### src/rtl/mby_sb_pkg.sv
// Shared types for the MBY sideband egress path: FSM states, message payload
// struct and the byte-index helper used by the serializer.
package mby_sb_pkg;

  localparam int unsigned SB_MAX_BYTES = 16;
  localparam int unsigned SB_IDX_W     = $clog2(SB_MAX_BYTES);

  typedef enum logic [0:0] {
    SB_IDLE = 1'b0,
    SB_SEND = 1'b1
  } sb_state_e;

  // One buffered sideband message: class, dword count minus 1, raw bytes.
  typedef struct packed {
    logic         np;
    logic [1:0]   dw;
    logic [127:0] data;
  } sb_msg_t;

  // Index of the final byte for a dword-count-minus-1 value: 4*(dw+1)-1.
  function automatic logic [SB_IDX_W-1:0] sb_last_idx(input logic [1:0] dw);
    return {dw, 2'b11};
  endfunction

endpackage

### src/rtl/mby_sb_credit_cnt.sv
// Saturating fabric credit counter.
// Ports: clk/rst_n (async active-low), cup_i (credit returned), use_i (credit
// consumed), count_o (registered count), ovf_c_o (combinational pulse when a
// return arrives at CRED_MAX without a simultaneous consume).
module mby_sb_credit_cnt #(
  parameter  int unsigned CRED_MAX = 15,
  localparam int unsigned CW       = $clog2(CRED_MAX + 1)
) (
  input  logic          clk,
  input  logic          rst_n,
  input  logic          cup_i,
  input  logic          use_i,
  output logic [CW-1:0] count_o,
  output logic          ovf_c_o
);

  logic [CW-1:0] count_q, count_d;

  // Return and consume in the same cycle cancel out.
  always_comb begin
    count_d = count_q;
    ovf_c_o = 1'b0;
    if (cup_i && !use_i) begin
      if (count_q == CW'(CRED_MAX)) ovf_c_o = 1'b1;
      else                          count_d = count_q + CW'(1);
    end else if (use_i && !cup_i) begin
      count_d = count_q - CW'(1);
    end
  end

  always_ff @(posedge clk or negedge rst_n) begin
    if (!rst_n) count_q <= '0;
    else        count_q <= count_d;
  end

  assign count_o = count_q;

endmodule

### src/rtl/mby_sb_egress.sv
// Sideband egress serializer: buffers one 1-4 dword message and streams it a
// byte per clock onto the IOSF sideband port once a credit of its class exists.
// Ports: mby_secondary_clock / mby_secondary_reset (async active-low);
//   msg_valid/msg_ready/msg_np/msg_dw/msg_data internal message handshake;
//   mby_sb2_payload/pcput/npput/eom fabric output; sb2_mby_pccup/npcup credit
//   returns; cred_ovf sticky credit overflow; pc_msgs/np_msgs sent counters.
// Build option: MBY_SB_EGRESS_STATS_EN enables the sent-message counters;
//   otherwise pc_msgs/np_msgs are tied to 0.
module mby_sb_egress
  import mby_sb_pkg::*;
#(
  parameter int unsigned CRED_MAX = 15
) (
  input  logic         mby_secondary_clock,
  input  logic         mby_secondary_reset,
  input  logic         tx_enable,
  input  logic         msg_valid,
  output logic         msg_ready,
  input  logic         msg_np,
  input  logic [1:0]   msg_dw,
  input  logic [127:0] msg_data,
  output logic [7:0]   mby_sb2_payload,
  output logic         mby_sb2_pcput,
  output logic         mby_sb2_npput,
  output logic         mby_sb2_eom,
  input  logic         sb2_mby_pccup,
  input  logic         sb2_mby_npcup,
  output logic         cred_ovf,
  output logic [15:0]  pc_msgs,
  output logic [15:0]  np_msgs
);

  localparam int unsigned CW = $clog2(CRED_MAX + 1);

  logic clk, rst_n;
  assign clk   = mby_secondary_clock;
  assign rst_n = mby_secondary_reset;

  sb_state_e             state_q, state_d;
  logic [SB_IDX_W-1:0]   idx_q, idx_d;
  sb_msg_t               buf_q, buf_d;
  logic                  buf_valid_q, buf_valid_d;
  logic                  msg_ready_q, msg_ready_d;
  logic [7:0]            payload_q, payload_d;
  logic                  pcput_q, pcput_d, npput_q, npput_d, eom_q, eom_d;
  logic                  cred_ovf_q;

  logic [CW-1:0]         pc_cred, np_cred;
  logic                  pc_use, np_use, pc_ovf_c, np_ovf_c;

  sb_msg_t               in_msg, cand, drv;
  logic                  accept, last_byte, cand_valid, start;

  mby_sb_credit_cnt #(.CRED_MAX(CRED_MAX)) u_pc_cnt (
    .clk(clk), .rst_n(rst_n), .cup_i(sb2_mby_pccup), .use_i(pc_use),
    .count_o(pc_cred), .ovf_c_o(pc_ovf_c)
  );

  mby_sb_credit_cnt #(.CRED_MAX(CRED_MAX)) u_np_cnt (
    .clk(clk), .rst_n(rst_n), .cup_i(sb2_mby_npcup), .use_i(np_use),
    .count_o(np_cred), .ovf_c_o(np_ovf_c)
  );

  // Next-state, buffer and registered-output logic.
  // In the final-byte cycle the incoming message bypasses the buffer so that
  // back-to-back messages stream without a bubble.
  always_comb begin
    state_d     = state_q;
    idx_d       = idx_q;
    buf_d       = buf_q;
    buf_valid_d = buf_valid_q;
    payload_d   = '0;
    pcput_d     = 1'b0;
    npput_d     = 1'b0;
    eom_d       = 1'b0;
    pc_use      = 1'b0;
    np_use      = 1'b0;
    in_msg.np   = msg_np;
    in_msg.dw   = msg_dw;
    in_msg.data = msg_data;
    cand        = buf_q;
    drv         = buf_q;
    cand_valid  = 1'b0;
    accept      = msg_valid && msg_ready_q;
    last_byte   = (state_q == SB_SEND) && (idx_q == sb_last_idx(buf_q.dw));

    unique case (state_q)
      SB_IDLE: begin
        cand_valid = buf_valid_q;
        if (accept) begin
          buf_d       = in_msg;
          buf_valid_d = 1'b1;
        end
      end
      SB_SEND: begin
        if (last_byte) begin
          state_d     = SB_IDLE;
          buf_valid_d = accept;
          cand        = in_msg;
          cand_valid  = accept;
          if (accept) buf_d = in_msg;
        end else begin
          idx_d = idx_q + SB_IDX_W'(1);
        end
      end
      default: state_d = SB_IDLE;
    endcase

    start = cand_valid && tx_enable &&
            (cand.np ? (np_cred != '0) : (pc_cred != '0));

    if (start) begin
      state_d = SB_SEND;
      idx_d   = '0;
      drv     = cand;
      pc_use  = !cand.np;
      np_use  = cand.np;
    end

    if (state_d == SB_SEND) begin
      payload_d = drv.data[{idx_d, 3'b000} +: 8];
      pcput_d   = !drv.np;
      npput_d   = drv.np;
      eom_d     = (idx_d == sb_last_idx(drv.dw));
    end

    msg_ready_d = !buf_valid_d ||
                  ((state_d == SB_SEND) && (idx_d == sb_last_idx(buf_d.dw)));
  end

  always_ff @(posedge clk or negedge rst_n) begin
    if (!rst_n) begin
      state_q     <= SB_IDLE;
      idx_q       <= '0;
      buf_q       <= '0;
      buf_valid_q <= 1'b0;
      msg_ready_q <= 1'b0;
      payload_q   <= '0;
      pcput_q     <= 1'b0;
      npput_q     <= 1'b0;
      eom_q       <= 1'b0;
      cred_ovf_q  <= 1'b0;
    end else begin
      state_q     <= state_d;
      idx_q       <= idx_d;
      buf_q       <= buf_d;
      buf_valid_q <= buf_valid_d;
      msg_ready_q <= msg_ready_d;
      payload_q   <= payload_d;
      pcput_q     <= pcput_d;
      npput_q     <= npput_d;
      eom_q       <= eom_d;
      cred_ovf_q  <= cred_ovf_q | pc_ovf_c | np_ovf_c;
    end
  end

  assign msg_ready       = msg_ready_q;
  assign mby_sb2_payload = payload_q;
  assign mby_sb2_pcput   = pcput_q;
  assign mby_sb2_npput   = npput_q;
  assign mby_sb2_eom     = eom_q;
  assign cred_ovf        = cred_ovf_q;

`ifdef MBY_SB_EGRESS_STATS_EN
  logic [15:0] pc_msgs_q, np_msgs_q;

  // Count completed messages per class, saturating.
  always_ff @(posedge clk or negedge rst_n) begin
    if (!rst_n) begin
      pc_msgs_q <= '0;
      np_msgs_q <= '0;
    end else begin
      if (eom_q && pcput_q && (pc_msgs_q != 16'hFFFF)) pc_msgs_q <= pc_msgs_q + 16'd1;
      if (eom_q && npput_q && (np_msgs_q != 16'hFFFF)) np_msgs_q <= np_msgs_q + 16'd1;
    end
  end

  assign pc_msgs = pc_msgs_q;
  assign np_msgs = np_msgs_q;
`else
  assign pc_msgs = '0;
  assign np_msgs = '0;
`endif

endmodule

### config.mk
export PLATFORM = sky130hd
export DESIGN_NAME = mby_sb_egress
export DESIGN_NICKNAME = d
export VERILOG_FILES = /design/src/rtl/mby_sb_pkg.sv /design/src/rtl/mby_sb_credit_cnt.sv /design/src/rtl/mby_sb_egress.sv
export SDC_FILE = /design/constraint.sdc
export NUM_CORES = 1
export LEC_CHECK = 0
export ABC_CLOCK_PERIOD_IN_PS = 4000
export BUFFER_PORTS_ARGS = -buffer_cell sky130_fd_sc_hd__buf_2
export CAP_MARGIN = 20
export CORE_MARGIN = 4
export CORE_UTILIZATION = 30
export DETAILED_ROUTE_END_ITERATION = 7
export PLACE_DENSITY_LB_ADDON = 0.1
export SYNTH_ARGS = -nofsm -noshare
export SYNTH_HDL_FRONTEND = slang
export SYNTH_SLANG_ARGS = --single-unit
### constraint.sdc
create_clock -name mby_secondary_clock -period 4 [get_ports mby_secondary_clock]
set_clock_uncertainty 0.2 [all_clocks]
set_input_delay 0.4 -clock mby_secondary_clock [delete_from_list [all_inputs] [get_ports mby_secondary_clock]]
set_output_delay 0.4 -clock mby_secondary_clock [all_outputs]
set_load 0.02 [all_outputs]
# After elaboration in Yosys (flattened, before gate mapping)

Index checks and enable logic that the tools add are counted.
W data, S select, Z words.

$add $sub $neg: 5
Equality and inequality tests: 8
Shift-type cells: 1
Mux-type cells: 34
Bitwise gates (word level): 3
Reduce and logical (&&, ||, !) cells: 23

Operators with widths:

| kind                  | number |
|---|---|
| $mux W131             | 5 |
| $pmux W131 S2         | 1 |
| $shiftx A128 B8 Y8    | 1 |
| $mux W4               | 9 |
| $mux W1               | 16 |
| $add A4 B1 Y4 const B | 3 |
| $eq A4 B4 Y1          | 3 |
| $logic_and A1 B1 Y1   | 9 |
| $eq A4 B4 Y1 const B  | 2 |
| $mux W8               | 1 |
| $reduce_bool A4 Y1    | 2 |
| $sub A4 B1 Y4 const B | 2 |
| $logic_not A1 Y1      | 7 |
| $ne A2 B2 Y1 const B  | 2 |
| $pmux W1 S2           | 2 |
| $reduce_and A2 Y1     | 2 |
| $reduce_bool A2 Y1    | 2 |
| $ne A2 B1 Y1 const B  | 1 |
| $or A1 B1 Y1          | 2 |
| $logic_or A1 B1 Y1    | 1 |
| $not A1 Y1            | 1 |

Bits in registers: 158
Bits of input ports: 137
Output and inout port bits: 45

# Longest topological paths before layout

Gate-level depths: netlist of the first run.

Word-level depth: 12
Gate-level depth with buffers: 14

# Modules after synthesis

From an unflattened synthesis of the first run, not the netlist that was laid out.

Cells, all modules: 776
Area total of the unflattened synthesis: 8555.7 µm²

By module, submodules not included:

| module            | instances | cells an instance | area an instance (µm²) | sequential area each (µm²) |
|---|---|---|---|---|
| mby_sb_egress     | 1         | 708               | 7867.5                 | 3753.6 |
| mby_sb_credit_cnt | 2         | 34                | 344.1                  | 100.1 |

# Worst setup path after synthesis of the first run

Ideal clock, no wire load.

Path type: reg2reg
From: register idx_q[2]
To: register u_np_cnt.count_q[3], in the netlist u_np_cnt.count_o[3]
Library setup time: 0.079 ns
Data arrival time: 3.070 ns
Data required time: 3.721 ns
Slack: 0.651 ns
Stages on the path, launching flop included: 13
Buffers on the path: 2
Clock period less this slack: 3.349 ns
Cell sequence: dfrtp_1 > buf_6 > xor2_2 > or4_4 > buf_6 > a32oi_1 > nand2_1 > o21ai_0 > ha_1 > a21o_1 > a21oi_1 > mux2i_1 > xor2_1

Word-level cells in the longest chain between the ends: 11
Elaborated cells between the ends (all ways): 17
Classes of those cells: 2 x eq/ne; 7 x mux; 8 x reduce/logical

Ends and longest elaborated chain:

| element                                                                    | line                                       | text |
|---|---|---|
| from (decl)                                                                | mby_sb_egress.sv:40                        | `logic [SB_IDX_W-1:0] idx_q, idx_d;` |
| from (signal assigned)                                                     | mby_sb_egress.sv:145                       | `idx_q <= idx_d;` |
| $eq A4 B4 Y1 (*)                                                           | mby_sb_egress.sv:85                        | `last_byte = (state_q == SB_SEND) && (idx_q == sb_last_idx(buf_q.dw));` |
| $logic_and A1 B1 Y1 (*)                                                    | mby_sb_egress.sv:85                        |  |
| $mux W1 / $mux W131 (equally long branches)                                | mby_sb_egress.sv:96                        | `if (last_byte) begin` |
| $pmux W1 S2 / $mux W131 (equally long branches)                            | mby_sb_egress.sv:87                        | `unique case (state_q)` |
| $logic_and A1 B1 Y1 / $mux W1 (equally long branches)                      | mby_sb_egress.sv:109, mby_sb_egress.sv:110 |  |
| $logic_and A1 B1 Y1                                                        | mby_sb_egress.sv:109                       | `start = cand_valid && tx_enable &&` |
| $mux W1 (*)                                                                | mby_sb_egress.sv:112                       | `if (start) begin` |
| $logic_not A1 Y1                                                           | mby_sb_credit_cnt.sv:23                    | `if (cup_i && !use_i) begin` |
| $logic_and A1 B1 Y1                                                        | mby_sb_credit_cnt.sv:23                    |  |
| $ne A2 B2 Y1 (no source line) / $reduce_bool A2 Y1 (equally long branches) | -                                          |  |
| $reduce_and A2 Y1 (no source line)                                         | -                                          |  |
| to (signal assigned)                                                       | mby_sb_credit_cnt.sv:33                    | `else count_q <= count_d;` |
| to (decl)                                                                  | mby_sb_credit_cnt.sv:17                    | `logic [CW-1:0] count_q, count_d;` |

Every way passes the cells marked *; elsewhere a longest branch is shown, timed or not.
A chain may end at the register's enable or synchronous reset.

# Final worst setup path of the first run

From: register idx_q[0]
To: register payload_q[1], in the netlist mby_sb2_payload[1]

Word-level cells in the longest chain between the ends: 9
Elaborated cells between the ends (all ways): 19
Classes of those cells: 1 x add/sub; 1 x eq/ne; 1 x shift; 13 x mux; 3 x reduce/logical

Ends and longest elaborated chain:

| element                                               | line                                       | text |
|---|---|---|
| $eq A4 B4 Y1                                          | mby_sb_egress.sv:85                        |  |
| $logic_and A1 B1 Y1                                   | mby_sb_egress.sv:85                        |  |
| $mux W1 / $mux W131 (equally long branches)           | mby_sb_egress.sv:96                        |  |
| $pmux W1 S2 / $mux W131 (equally long branches)       | mby_sb_egress.sv:87                        |  |
| $logic_and A1 B1 Y1 / $mux W1 (equally long branches) | mby_sb_egress.sv:109, mby_sb_egress.sv:110 |  |
| $logic_and A1 B1 Y1                                   | mby_sb_egress.sv:109                       |  |
| $mux W131 / $mux W4 (equally long branches)           | mby_sb_egress.sv:112                       |  |
| $shiftx A128 B8 Y8                                    | mby_sb_egress.sv:121                       | `payload_d = drv.data[{idx_d, 3'b000} +: 8];` |
| $mux W8 (*)                                           | mby_sb_egress.sv:120                       | `if (state_d == SB_SEND) begin` |
| net payload_d[1]                                      | mby_sb_egress.sv:44                        | `logic [7:0] payload_q, payload_d;` |
| to (signal assigned)                                  | mby_sb_egress.sv:149                       | `payload_q <= payload_d;` |
| to (decl)                                             | mby_sb_egress.sv:44                        |  |

Mark *: on every way through the listed nets, which the timed path passes. The rest lies on a longest branch.

==> impl_metrics.toml, run 1 <==
[sta]
rsz0062_at_grt = "no"
fmax_ghz = 0.262
hold-worst-slack_ns = 0.0174
min_period_over_period_pct = 95.3
finalHoldViolCount = 0
worst_pin_slew_ns = 1.02
tns_ns = 0
slew_headroom_pct = 31.9
min_period_ns = 3.81
setup_viol = 0
drv_slew = 0

[status]
status = "finished, final reports clean"

[route]
vias_per_cell = 4.91
vias = 6002
drc = 0
ant_nets = 0
dr.pass1.iters = 7
first_iter_violations = 291
drt-total-wl_um = 23500
wl_per_cell_um = 19.2

[pwr]
seqPwrFrac_pct = 33.6
combPwrFrac_pct = 47.4
intPower_mw = 5.30
irDropWorstVdd_uv = 343
power_density_nw_per_um2 = 841
p_leak_nw = 4.58
p_sw_share_pct = 39.9
p_clk_share_pct = 19.1
finalPower_mw = 8.82
p_switching_mw = 3.52

[cts]
numClockSinks = 158
worstSkewPairLatency_ns = 0.43
cts_inserted_buffers = 17
clock_path_buffers = 2
post_cts_buffers = 0
clock-root-buffer = "clkbuf_16"
tritoncts = "done"
clk_pin_slew_ns = 0.07
htree_levels = 4

[floorplanning]
io_pins = 182
rows = 59
die_area_um2 = 29700
core-area_um2 = 26400
start_util_pct = 30.8
die_y_um = 172
die_x_um = 172

[yosys]
async_flop_share_pct = 100
synth_top_family_by_area = "multiplexers"
synth_top_cell_by_area = "dfrtp_1"
synth_flop_cell = "dfrtp_1"
netlist_area_um2 = 8110
ys_seq_area_share_pct = 48.7
yosys.area_share.adder_pct = 1.26
ys_ff_latch = 158
yosys.area_share.simple_pct = 5.66
synth_mux_area_share_pct = 26.4
netlist_top_cells_area = "dfrtp_1, mux2_2, mux2i_1, buf_4, a211oi_1"
syn_avg_cell_area_um2 = 12.4
synth_top_area_share_pct = 48.7
synth_cell_types = 61
synth_xor_area_share_pct = 1.60
synth_compound_area_share_pct = 10.5
syn_inst = 655
synth_warnings = 0
synth_edf_count = 0
synthTopCellsByCount = "dfrtp_1, mux2_2, nand2_1"

[finish]
antenna_cells = 0
area_growth_pct = 29.3
nets = 1019
fillerInstances = 2571
finalNonFillerCells = 1223
final_util_pct = 39.8
drive_above_1_share_pct = 41.9
sequential_cell_area_um2 = 3950
multi_input_area_um2 = 3820

[global_route]
antenna_found_initial = 2
grt_pass1_vias = 6513
grt_usage_pct = 16.0
grt_max_degree = 102
grt_pass1_wl_um = 36300
grt_overflow_total = 0

[critical_path]
worstPathArrival_ns = 3.89
worstPathMaxFanout = 15
startpoint_type = "flip-flop"
critPathKind = "flip-flop to flip-flop"
cp-end-kind = "flip-flop"
cp.required_ns = 4.08

[placement]
hpwl_um = 17400
io_buffer_count = 149
placedCellCount = 1118
gp_congestion = 0.805

[job]
cap_violations = 0

[min_path]
hp-class = "input pin to flip-flop"
state kept, by name, indices dropped and copies added, names as in the netlist:
name,flops
mby_sb2_npput,1
u_pc_cnt.count_o,4
state_q,1
mby_sb2_eom,1
msg_ready,1
mby_sb2_payload,8
buf_q,131
idx_q,4
buf_valid_q,1
cred_ovf,1
u_np_cnt.count_o,4
mby_sb2_pcput,1
power by group through the flow:
stage | Combinational, mW | Sequential (mW) | Clock, mW
after detailed placement | 4.16 | 3.00 | 0
after global routing | 4.60 | 3.07 | 1.78
after CTS | 4.24 | 2.98 | 1.73
after floorplan | 3.03 | 2.82 | 0
after global placement | 4.10 | 2.98 | 0
final | 4.18 | 2.96 | 1.68
metal layers:
metal  wire (um)  part of all wire [%]  up-vias  GRT usage, %
met1       10100                    43     2988          19.9
met5          27                  0.11        -             0
met4         359                   1.5        4          4.24
met2       11700                    50      171          27.7
li1            -                     -     2818             -
met3        1310                   5.6       21          4.09
through the flow:
| step | worst slack [ns] | cell area [um^2] |
|---|---|---|
| 2_1_floorplan | 0.651 | 8230 |
| 3_3_place_gp | 0.338 | 9160 |
| 3_5_place_dp | 0.269 | 9160 |
| 4_1_cts | 0.243 | 10500 |
| 5_1_grt | 0.0361 | 10500 |
| 6_report | 0.189 | 10500 |
cells by family (layout without fill, tap and decap cells):
| logic type | count (synthesis) | in the layout |
|---|---|---|
| compound gates | 111 | 111 |
| xor+xnor | 14 | 14 |
| fa+ha+maj | 7 | 7 |
| buf+inv | 79 | 281 |
| flops | 158 | 158 |
| mux | 194 | 194 |
| other cells | 1 | 32 |
| simple gates | 91 | 91 |
layout make-up:
class / instances / area share, %
repair buffers: 240 / 15.8
flip-flops and latches: 158 / 37.7
inverters: 9 / 0.322
multi-input cells: 449 / 36.5
clock buffers: 17 / 4.06
well taps: 335 / 4.00
clock inverters: 15 / 1.68
final timing paths:
check                                           start                      endpoint  slack [ns]  cells after the start
worst max-delay path               idx_q[0]$_DFF_PN0_  mby_sb2_payload[1]$_DFF_PN0_        0.19                      8
worst min-delay path                     msg_data[32]         buf_q[32]$_DFFE_PN0P_        0.02                      2
worst max register to register     idx_q[0]$_DFF_PN0_  mby_sb2_payload[1]$_DFF_PN0_        0.19                      8
worst min register to register  buf_q[66]$_DFFE_PN0P_         buf_q[66]$_DFFE_PN0P_        0.30                      1
max in group asynchronous         mby_secondary_reset        buf_q[117]$_DFFE_PN0P_        2.17                      3
min in group asynchronous         mby_secondary_reset         mby_sb2_eom$_DFF_PN0_        0.40                      2
timing repair:
item	in CTS	in global routing
hold endpoints to repair	170	0
hold buffers	73	0
gates resized for setup	0	0
worst max-delay path, cell delays in order (launching register included):
cell,delay [ns]
dfrtp_1,0.53
ha_1,0.35
nand2_1,0.13
or4_4,0.55
a32o_2,0.33
o21ai_4,0.49
mux2_2,0.42
a211oi_1,0.49
o32ai_1,0.17
layout by cell type, fill, tap and decap left out, drive strengths merged, types with 7 or more instances in the layout:
cell,n
buf,167
mux2,158
xor2,8
a221oi,7
conb,32
nor2,14
nand2,37
dfrtp,158
a211oi,21
inv,16
clkbuf,17
a21oi,7
o21ai,20
mux2i,36
dlygate4sd3,73
nand3,9
o221ai,8
(Power assumes the default switching activity.)
==> inputs of run 2 (changes only) <==
--- a/config.mk
+++ b/config.mk
@@ -12,6 +12,7 @@
 export CORE_UTILIZATION = 30
 export DETAILED_ROUTE_END_ITERATION = 7
 export PLACE_DENSITY_LB_ADDON = 0.1
+export RECOVER_POWER = 25
 export SYNTH_ARGS = -nofsm -noshare
 export SYNTH_HDL_FRONTEND = slang
 export SYNTH_SLANG_ARGS = --single-unit
==> run 2 against run 1 <==
The flow now finishes with violations (max-capacitance violations, max-slew violations). Largest power group unchanged. Core utilization shrank 0.085 points. Global-route usage is the same. Flip-flop and latch count is the same. Final cell count is the same. Clock power is essentially flat. Wire length is essentially flat. Worst hold slack lost 0.0049 ns. Fmax grew 1.6%. First-iteration DRC count grew 3.8%. Total power shrank 0.13%. Register-to-register slack gained 0.06 ns.
==> impl_metrics.toml, run 2 (same netlist as run 1, synthesis figures left out) <==
[finish]
fillerInstances = 2582
nets = 1019
final_util_pct = 39.7
regMostFlops = "buf_q"
final_area_um2 = 10500
antenna_cells = 0
area_growth_pct = 29.0
layout_common_cells = "mux2_2, dfrtp_1, buf_2"
largest_register_ffs = 131
drive_above_1_share_pct = 40.4

[cts]
hold_buffers = 73
numClockSinks = 158
clock_path_buffers = 2
post_cts_buffers = 0
cts_inserted_buffers = 17
clk_pin_slew_ns = 0.07
tritoncts = "done"
cts_resized = 0
worstSkewPairLatency_ns = 0.43
htree_levels = 4
clock-root-buffer = "clkbuf_16"

[critical_path]
reg2reg_slack_ns = 0.25
crit_path_cell_trace = "ha_1 -> nand2_1 -> or4_4 -> a32o_2 -> o21ai_4 -> mux2_2 -> a211oi_1 -> o32ai_1"
r2r-end = "mby_sb2_payload[3]$_DFF_PN0_"
cp.required_ns = 4.08
cp_slowest_stage_delay_ns = 0.55
slowest_stage = "or4_4"
ff2ff_path_depth = 8
crit_path_end = "mby_sb2_payload[3]$_DFF_PN0_"
critPathKind = "flip-flop to flip-flop"
worstPathArrival_ns = 3.84
worstReg2RegStart = "idx_q[0]$_DFF_PN0_"
cp-end-kind = "flip-flop"
cp-startpoint = "idx_q[0]$_DFF_PN0_"
worstPathMaxFanout = 15
startpoint_type = "flip-flop"

[global_route]
grt_pass1_vias = 6513
grt_overflow_total = 0
grt_pass1_wl_um = 36300
grt_usage_pct = 16.0
antenna_found_initial = 2
grt_max_degree = 102

[status]
status = "finished with violations"
violations = "max-capacitance violations, max-slew violations"

[placement]
hpwl_um = 17400
gp_congestion = 0.805
io_buffer_count = 149
placed_area_um2 = 9160

[sta]
finalHoldViolCount = 0
tns_ns = 0
fmax_ghz = 0.267
setup_viol = 0
rsz0062_at_grt = "no"
worst_pin_slew_ns = 2.64
drv_slew = 102
hold-worst-slack_ns = 0.0124
min_period_over_period_pct = 93.8
slew_headroom_pct = -76.1
min_period_ns = 3.75

[pwr]
power_density_nw_per_um2 = 842
irDropWorstVdd_uv = 344
finalPower_mw = 8.81
p_leak_nw = 4.53

[floorplanning]
core-area_um2 = 26400
die_area_um2 = 29700
die_y_um = 172
die_x_um = 172
io_pins = 182
rows = 59
start_util_pct = 30.8

[route]
drt-total-wl_um = 23500
first_iter_violations = 302
dr.pass1.iters = 7
drc = 0
vias_per_cell = 4.92
vias = 6018
ant_nets = 0
wl_per_cell_um = 19.2

[job]
cap_violations = 1

[min_path]
hp-class = "input pin to flip-flop"
## run 2: cell count changes in the layout (fill, tap and decap cells not counted), sizes merged
cell	previous run	this run
clkbuf	17	31
buf	167	153
## run 2: final cells by class
type | count | area [um^2] | area share (%)
Multi-Input combinational cell | 449 | 3820 | 36.5
Timing Repair Buffer | 240 | 1630 | 15.6
Sequential cell | 158 | 3950 | 37.8
Clock inverter | 15 | 176 | 1.69
Inverter | 9 | 33.8 | 0.323
Clock buffer | 17 | 425 | 4.07
Tap cell | 335 | 419 | 4.01
## run 2: worst min-delay path by stage
stage                                    start  slack, ns  cells after the start                               to
3_5_place_dp                cred_ovf$_DFF_PN0_       0.29                      2               cred_ovf$_DFF_PN0_
4_1_cts                           msg_data[11]     0.0004                      2            buf_q[11]$_DFFE_PN0P_
5_1_grt                           msg_data[75]      0.004                      2            buf_q[75]$_DFFE_PN0P_
2_1_floorplan              mby_secondary_reset       -0.1                      0             buf_q[0]$_DFFE_PN0P_
6_report                         msg_data[123]       0.01                      2           buf_q[123]$_DFFE_PN0P_
3_3_place_gp   u_pc_cnt.count_o[3]$_DFFE_PN0P_       0.29                      1  u_pc_cnt.count_o[3]$_DFFE_PN0P_
## run 2: critical path, delay by kind of cell, from the launching register on
kind	cells	cell delay (ns)
flops	1	0.53
mux	1	0.41
simple gates	2	0.68
fa+ha+maj	1	0.35
compound gates	4	1.43
## run 2: per-stage QoR
step,std cells,worst slack [ns]
2_1_floorplan,686,0.651
3_3_place_gp,1118,0.338
3_5_place_dp,1118,0.269
4_1_cts,1223,0.243
5_1_grt,1223,0.0361
6_report,1223,0.248
## run 2: power by group
group | internal, mW | switching, mW
logic | 1.92 | 2.24
clock network | 0.941 | 0.742
registers | 2.42 | 0.544
## run 2: per-layer routing
layer  GRT usage [%]  vias up  wire, um
met5               0        -        27
met4            4.24        4       366
met3            4.09       25      1340
met2            27.7      179     11700
met1            19.9     2995     10100
li1                -     2815         -
